[config.mk]
export PLATFORM = sky130hd
export DESIGN_NAME = pwm_deadtime
export DESIGN_NICKNAME = d
export VERILOG_FILES = /design/src/rtl/pwm_deadtime.sv
export SDC_FILE = /design/constraint.sdc
export NUM_CORES = 1
export LEC_CHECK = 0
export ABC_AREA = 1
export CAP_MARGIN = 20
export CORE_MARGIN = 4
export CORE_UTILIZATION = 52
export CTS_BUF_LIST = sky130_fd_sc_hd__clkbuf_8
export DETAILED_ROUTE_END_ITERATION = 12
export PLACE_DENSITY = 0.77
export SYNTH_ARGS = -nofsm -noshare
export SYNTH_HDL_FRONTEND = slang
export SYNTH_SLANG_ARGS = --single-unit
export TNS_END_PERCENT = 100
[constraint.sdc]
create_clock -name clk_in -period 1.8 [get_ports clk_in]
set_input_delay 0.18 -clock clk_in [delete_from_list [all_inputs] [get_ports clk_in]]
set_output_delay 0.18 -clock clk_in [all_outputs]
set_load 0.01 [all_outputs]
[src/rtl/pwm_deadtime.sv]
// Complementary high/low gate drive with programmable dead time; absorbs and counts short pulses.
// Outputs are registered from the next state (one-edge latency); no backpressure, one decision per clock.
module pwm_deadtime #(
   parameter int DT_BITS  = 8,
   parameter int CNT_BITS = 16
) (
   input  logic                clk_in,
   input  logic                rst_in,
   input  logic                en_in,
   input  logic                pwm_in,
   input  logic [DT_BITS-1:0]  dt_in,
   input  logic                clr_in,
   output logic                pwm_hi_out,
   output logic                pwm_lo_out,
   output logic                dead_out,
   output logic [CNT_BITS-1:0] glitch_cnt_out
);

   typedef enum logic [2:0] {
      ST_OFF,
      ST_DT_HI,
      ST_HI,
      ST_DT_LO,
      ST_LO
   } state_t;

   state_t               state, state_nxt;
   logic [DT_BITS-1:0]   dt_cnt, dt_cnt_nxt, dt_load;
   logic                 glitch;

   // Counter holds remaining dead cycles minus one; a setting of 0 behaves as 1.
   assign dt_load = (dt_in == '0) ? '0 : dt_in - DT_BITS'(1);

   always_comb begin
      state_nxt  = state;
      dt_cnt_nxt = dt_cnt;
      glitch     = 1'b0;
      if (!en_in) begin
         state_nxt = ST_OFF;
      end else begin
         case (state)
            ST_OFF: begin
               state_nxt  = pwm_in ? ST_DT_HI : ST_DT_LO;
               dt_cnt_nxt = dt_load;
            end
            ST_HI: begin
               if (!pwm_in) begin
                  state_nxt  = ST_DT_LO;
                  dt_cnt_nxt = dt_load;
               end
            end
            ST_LO: begin
               if (pwm_in) begin
                  state_nxt  = ST_DT_HI;
                  dt_cnt_nxt = dt_load;
               end
            end
            ST_DT_HI: begin
               // Returning to the side that was just released needs no dead time.
               if (!pwm_in) begin
                  state_nxt = ST_LO;
                  glitch    = 1'b1;
               end else if (dt_cnt == '0) begin
                  state_nxt = ST_HI;
               end else begin
                  dt_cnt_nxt = dt_cnt - DT_BITS'(1);
               end
            end
            ST_DT_LO: begin
               if (pwm_in) begin
                  state_nxt = ST_HI;
                  glitch    = 1'b1;
               end else if (dt_cnt == '0) begin
                  state_nxt = ST_LO;
               end else begin
                  dt_cnt_nxt = dt_cnt - DT_BITS'(1);
               end
            end
            default: state_nxt = ST_OFF;
         endcase
      end
   end

   always_ff @(posedge clk_in or posedge rst_in) begin
      if (rst_in) begin
         state          <= ST_OFF;
         dt_cnt         <= '0;
         pwm_hi_out     <= 1'b0;
         pwm_lo_out     <= 1'b0;
         dead_out       <= 1'b0;
         glitch_cnt_out <= '0;
      end else begin
         state      <= state_nxt;
         dt_cnt     <= dt_cnt_nxt;
         pwm_hi_out <= (state_nxt == ST_HI);
         pwm_lo_out <= (state_nxt == ST_LO);
         dead_out   <= (state_nxt == ST_DT_HI) || (state_nxt == ST_DT_LO);
         if (clr_in) begin
            glitch_cnt_out <= '0;
         end else if (glitch && (glitch_cnt_out != '1)) begin
            glitch_cnt_out <= glitch_cnt_out + CNT_BITS'(1);
         end
      end
   end

endmodule

Yosys cells after proc, flatten, opt, wreduce, memory -nomap -nowiden:

Index checks and enable logic that the tools add are counted.

* mux-type cells: 22
* equal/unequal tests: 13
* reductions and logical operators: 8
* add/subtract/negate cells: 3

Operator list (count)
* $mux 8: 6
* $pmux 8 s5: 1
* $mux 16: 2
* $mux 3: 7
* $add 16x1->16 const B: 1
* $logic_not 8->1: 2
* $ne 16x16->1 const B: 1
* $sub 8x1->8 const B: 2
* $pmux 3 s5: 1
* $eq 3x2->1 const B: 4
* $ne 2x2->1 const B: 4
* $eq 3x1->1 const B: 2
* $eq 3x3->1 const B: 2
* $reduce_and 6->1: 1
* $reduce_bool 5->1: 1
* $logic_not 3->1: 1
* $mux 1: 3
* $mux 2: 1
* $pmux 1 s2: 1
* $reduce_bool 2->1: 1
* $logic_and 1x1->1: 1
* $logic_or 1x1->1: 1

* word-level logic and storage cells: 52
* input port bits: 13
* register bits after elaboration: 30
* output and inout port bits: 19

Longest topological paths before layout:

* depth in word-level cells: 7
* depth in mapped cells: 10

Least setup slack after synthesis:

Ideal clock, no wire load.

* path kind: register to register
* from: reg glitch_cnt_out[0]
* to: reg glitch_cnt_out[3]
* period minus slack after synthesis: 1.671 ns
* data arrival time: 1.553 ns
* cell stages (with the launch flop): 11
* setup slack: 0.129 ns
* path through: dfrtp_1 > ha_1 > nand3_1 > inv_2 > nand2_2 > nor2_4 > nor2_4 > nor2_8 > buf_6 > nand2_1 > nand2_1

* cells in the longest elaborated chain, start to end: 3
* elaborated cells on any way between the ends: 6

RTL lines
* from (decl): line 16 `output logic [CNT_BITS-1:0] glitch_cnt_out`
* from (signal assigned): line 101 `glitch_cnt_out <= glitch_cnt_out + CNT_BITS'(1);`
* $add 16x1->16 or $ne 16x16->1 (tied branches): line 101, 100
* $mux 16 or $logic_and 1x1->1 (tied branches): line 100 `end else if (glitch && (glitch_cnt_out != '1)) begin`
* $mux 16 or $reduce_bool 2->1 (tied branches)

Several ways; a longest one is shown, not always the timed one. The select of a mux whose other input is x is not followed.
A chain may end at the register's enable or synchronous reset.

Worst setup path in the final report:

* from: reg glitch_cnt_out[1]
* to: reg glitch_cnt_out[11]

The elaborated chain is that of the path after synthesis.

==> flow_metrics.tcl <==
set metrics [dict create \
    status "finished clean" \
    synthDistinctLibCells 24 \
    floorplan.initialDensity_pct 55.2 \
    io_buffers 31 \
    tightest_slew_ns 0.524 \
    final-seq-area_sq_um 751 \
    hold_buffers 0 \
    num_rows 22 \
    start_kind "register" \
    crit_chain "ha_1 > nand3_1 > inv_2 > nand2_2 > nor2_4 > nor2_4 > buf_12 > nand4_1 > nand2_1" \
    place_congestion 0.831 \
    antenna_found_initial 0 \
    maxCapViolations 0 \
    max_freq_mhz 622 \
    cp.required_ns 2.02 \
    hold_viol 0 \
    drtAntennaViolNets 0 \
    fin_skew_ns 0.00501 \
    synthCells 315 \
    worstSetupPathType "reg2reg" \
    yosysMostFrequentCell "nand2_1" \
    clockBufferDepth 2 \
    synth_top_area_share_pct 36.1 \
    grt_pass1_wl_mm 8.76 \
    drt-initial-drc-count 182 \
    cts_tree "built" \
    layout-drive-gt1-share_pct 6.76 \
    grt_max_degree 31 \
    drt_pass1_iterations 4 \
    yosys_warnings 0 \
    hold_path_class "in2async" \
    synthFlopType "dfrtp_1" \
    finalCriticalPeriod_ns 1.61 \
    die_w_microns 71.3 \
    synth-seq-cells 30 \
    maxSlewViolCount 0 \
    multi_input_area_sq_mm 0.00118 \
    io_pins 32 \
    critPathMostFrequentCell "nor2_4" \
    dieHeight_microns 71.3 \
    fin_crit_sh_pct 89.4 \
    n_antenna_cell 0 \
    overflow 0 \
    drt_wl_total_mm 5.10 \
    ys_top_cells_by_area "dfrtp_1, nand2_1, nor2_1, inv_1, nand3_1" \
    fp.coreArea_sq_mm 0.00377 \
    cts_max_level 2 \
    fin_nets 371 \
    synth_common_cells "nand2_1, nor2_1, inv_1, dfrtp_1, nand3_1" \
    synth_area_per_cell_sq_um 6.61 \
    finalSetupViolCount 0 \
    finalNonFillerCells 403 \
    postCtsSetupBuffers 0 \
    grt_pass1_vias 2046 \
    utilization_pct 68.2 \
    clock_sink_count 30 \
    fillers 335 \
    critPathArrivalTime_ns 1.83 \
    grt.total_usage_pct 21.3 \
    cts_root_buffer "clkbuf_8" \
    viasPerCell 5.24 \
    post_drt_wl_per_cell_microns 12.7 \
    power_density_mw_per_mm2 822 \
    rsz0062_at_grt "false" \
    drc 0 \
    yosysSeqAreaShare_pct 36.1 \
    dp_cells 395 \
    yosys.area.top_type "dfrtp_1" \
    worst_path_max_delay_cell "dfrtp_1" \
    relSlewSlack_pct 65.0 \
    r2r_start "glitch_cnt_out[1]" \
    startpoint "glitch_cnt_out[1]" \
    cp_slowest_stage_delay_ns 0.41 \
    syn_nets 332 \
    synth_edf_count 0 \
    clkTransAtPathRegs_ns 0.07 \
    clock_latency_ns 0.28 \
    vias 2110 \
    setup_tns_ns 0 \
    syn_area_sq_mm 0.00208 \
    cts_buffers 5 \
    fp.dieArea_sq_mm 0.00508 \
    synthArstFlopShare_pct 100 \
    dp_hpwl_mm 3.66 \
    critical_path_peak_fanout 16 \
    syn2layout_area_growth_pct 23.5 \
    ir_drop_mv 0.405 \
    end_kind "register" \
    p_leak_nw 1.27 \
]
-- cell type report --
class	instances	area share, %
clock inverters	2	0.341
clock buffers	6	3.21
well taps	48	2.34
flip-flops and latches	30	29.2
repair buffers	35	13.7
inverters	36	5.26
multi-input cells	246	45.9
-- cell usage in the layout (no fill, tap or decap) --
| master | Yosys | routed |
|---|---|---|
| and3_1 | 1 | 1 |
| a21boi_0 | 2 | 2 |
| clkbuf_8 | 0 | 6 |
| nand4_1 | 19 | 19 |
| nand2_2 | 2 | 2 |
| nor2_2 | 1 | 1 |
| buf_12 | 0 | 1 |
| o21bai_1 | 4 | 4 |
| nor2_1 | 38 | 38 |
| nor2_4 | 4 | 4 |
| ha_1 | 4 | 4 |
| clkinv_2 | 0 | 1 |
| nand3b_1 | 3 | 3 |
| dfrtp_1 | 30 | 30 |
| clkdlybuf4s50_1 | 0 | 31 |
| xor2_1 | 4 | 4 |
| inv_2 | 1 | 1 |
| o21ai_2 | 0 | 1 |
| inv_1 | 35 | 36 |
| buf_4 | 1 | 3 |
| nand3_2 | 0 | 1 |
| nor2_8 | 1 | 1 |
| nor3_1 | 1 | 1 |
| nand3_1 | 25 | 24 |
| nand2_1 | 120 | 120 |
| o21ai_0 | 14 | 14 |
| or2_2 | 2 | 2 |
-- worst paths after layout --
kind	to	slack (ns)	cells past startpoint
setup / recovery	glitch_cnt_out[11]	0.19	9
hold / removal	state[2]	0.27	3
setup reg to reg	glitch_cnt_out[11]	0.19	9
hold reg to reg	dt_cnt[1]	0.49	2
max in group asynchronous	glitch_cnt_out[12]	1.24	3
min in group clk_in	dt_cnt[1]	0.49	2
-- layer usage --
| metal | vias up | track usage (%) | part of all wire (%) |
|---|---|---|---|
| met5 | - | 0 | 0 |
| met4 | 0 | 7.72 | 1.5 |
| met3 | 8 | 5.05 | 4.7 |
| met2 | 52 | 35.7 | 49 |
| met1 | 965 | 26.6 | 45 |
| li1 | 1085 | - | - |
-- logic make-up (layout without fill, tap and decap cells) --
family / after synthesis / count (layout) / share of synthesized area [%]
and+or+nand+nor: 217 / 217 / 46.5
buffers and inverters: 39 / 79 / 7.63
DFF: 30 / 30 / 36.1
AOI/OAI and AO/OA: 21 / 21 / 5.77
adders and majority gates: 4 / 4 / 2.40
xor gates and xnor gates: 4 / 4 / 1.68
-- repair_timing --
action	CTS	global route
resized for setup	0	2
endpoints found under the hold margin	0	0
setup endpoints to repair	0	1
-- worst max-delay path, delay by kind of cell (launching register included) --
family                     cells  cell delay [ns]
DFF                            1             0.41
adders and majority gates      1             0.24
and+or+nand+nor                6             0.64
buffers and inverters          2             0.24
-- power breakdown --
group          leakage [nW]  internal [mW]  switching [mW]  total [mW]
Sequential            0.402          0.773          0.0954       0.868
Combinational         0.821          0.252           0.431       0.683
Clock                0.0524          0.302           0.260       0.563
-- metrics by stage --
step	instance area [sq um]	power [mW]	worst slack [ns]	hold WS, ns
after floorplan	2080	1.35	0.129	0.271
after global placement	2470	1.53	0.123	0.466
after detailed placement	2470	1.55	0.0209	0.468
after CTS	2560	2.12	0.182	0.292
after global routing	2570	2.27	0.0312	0.323
final	2570	2.11	0.191	0.271
-- flip-flops by register name, indices dropped and copies added, names as in the netlist --
signal          count
glitch_cnt_out     16
dt_cnt              8
state               3
pwm_lo_out          1
dead_out            1
pwm_hi_out          1
(Power assumes the default switching activity.)
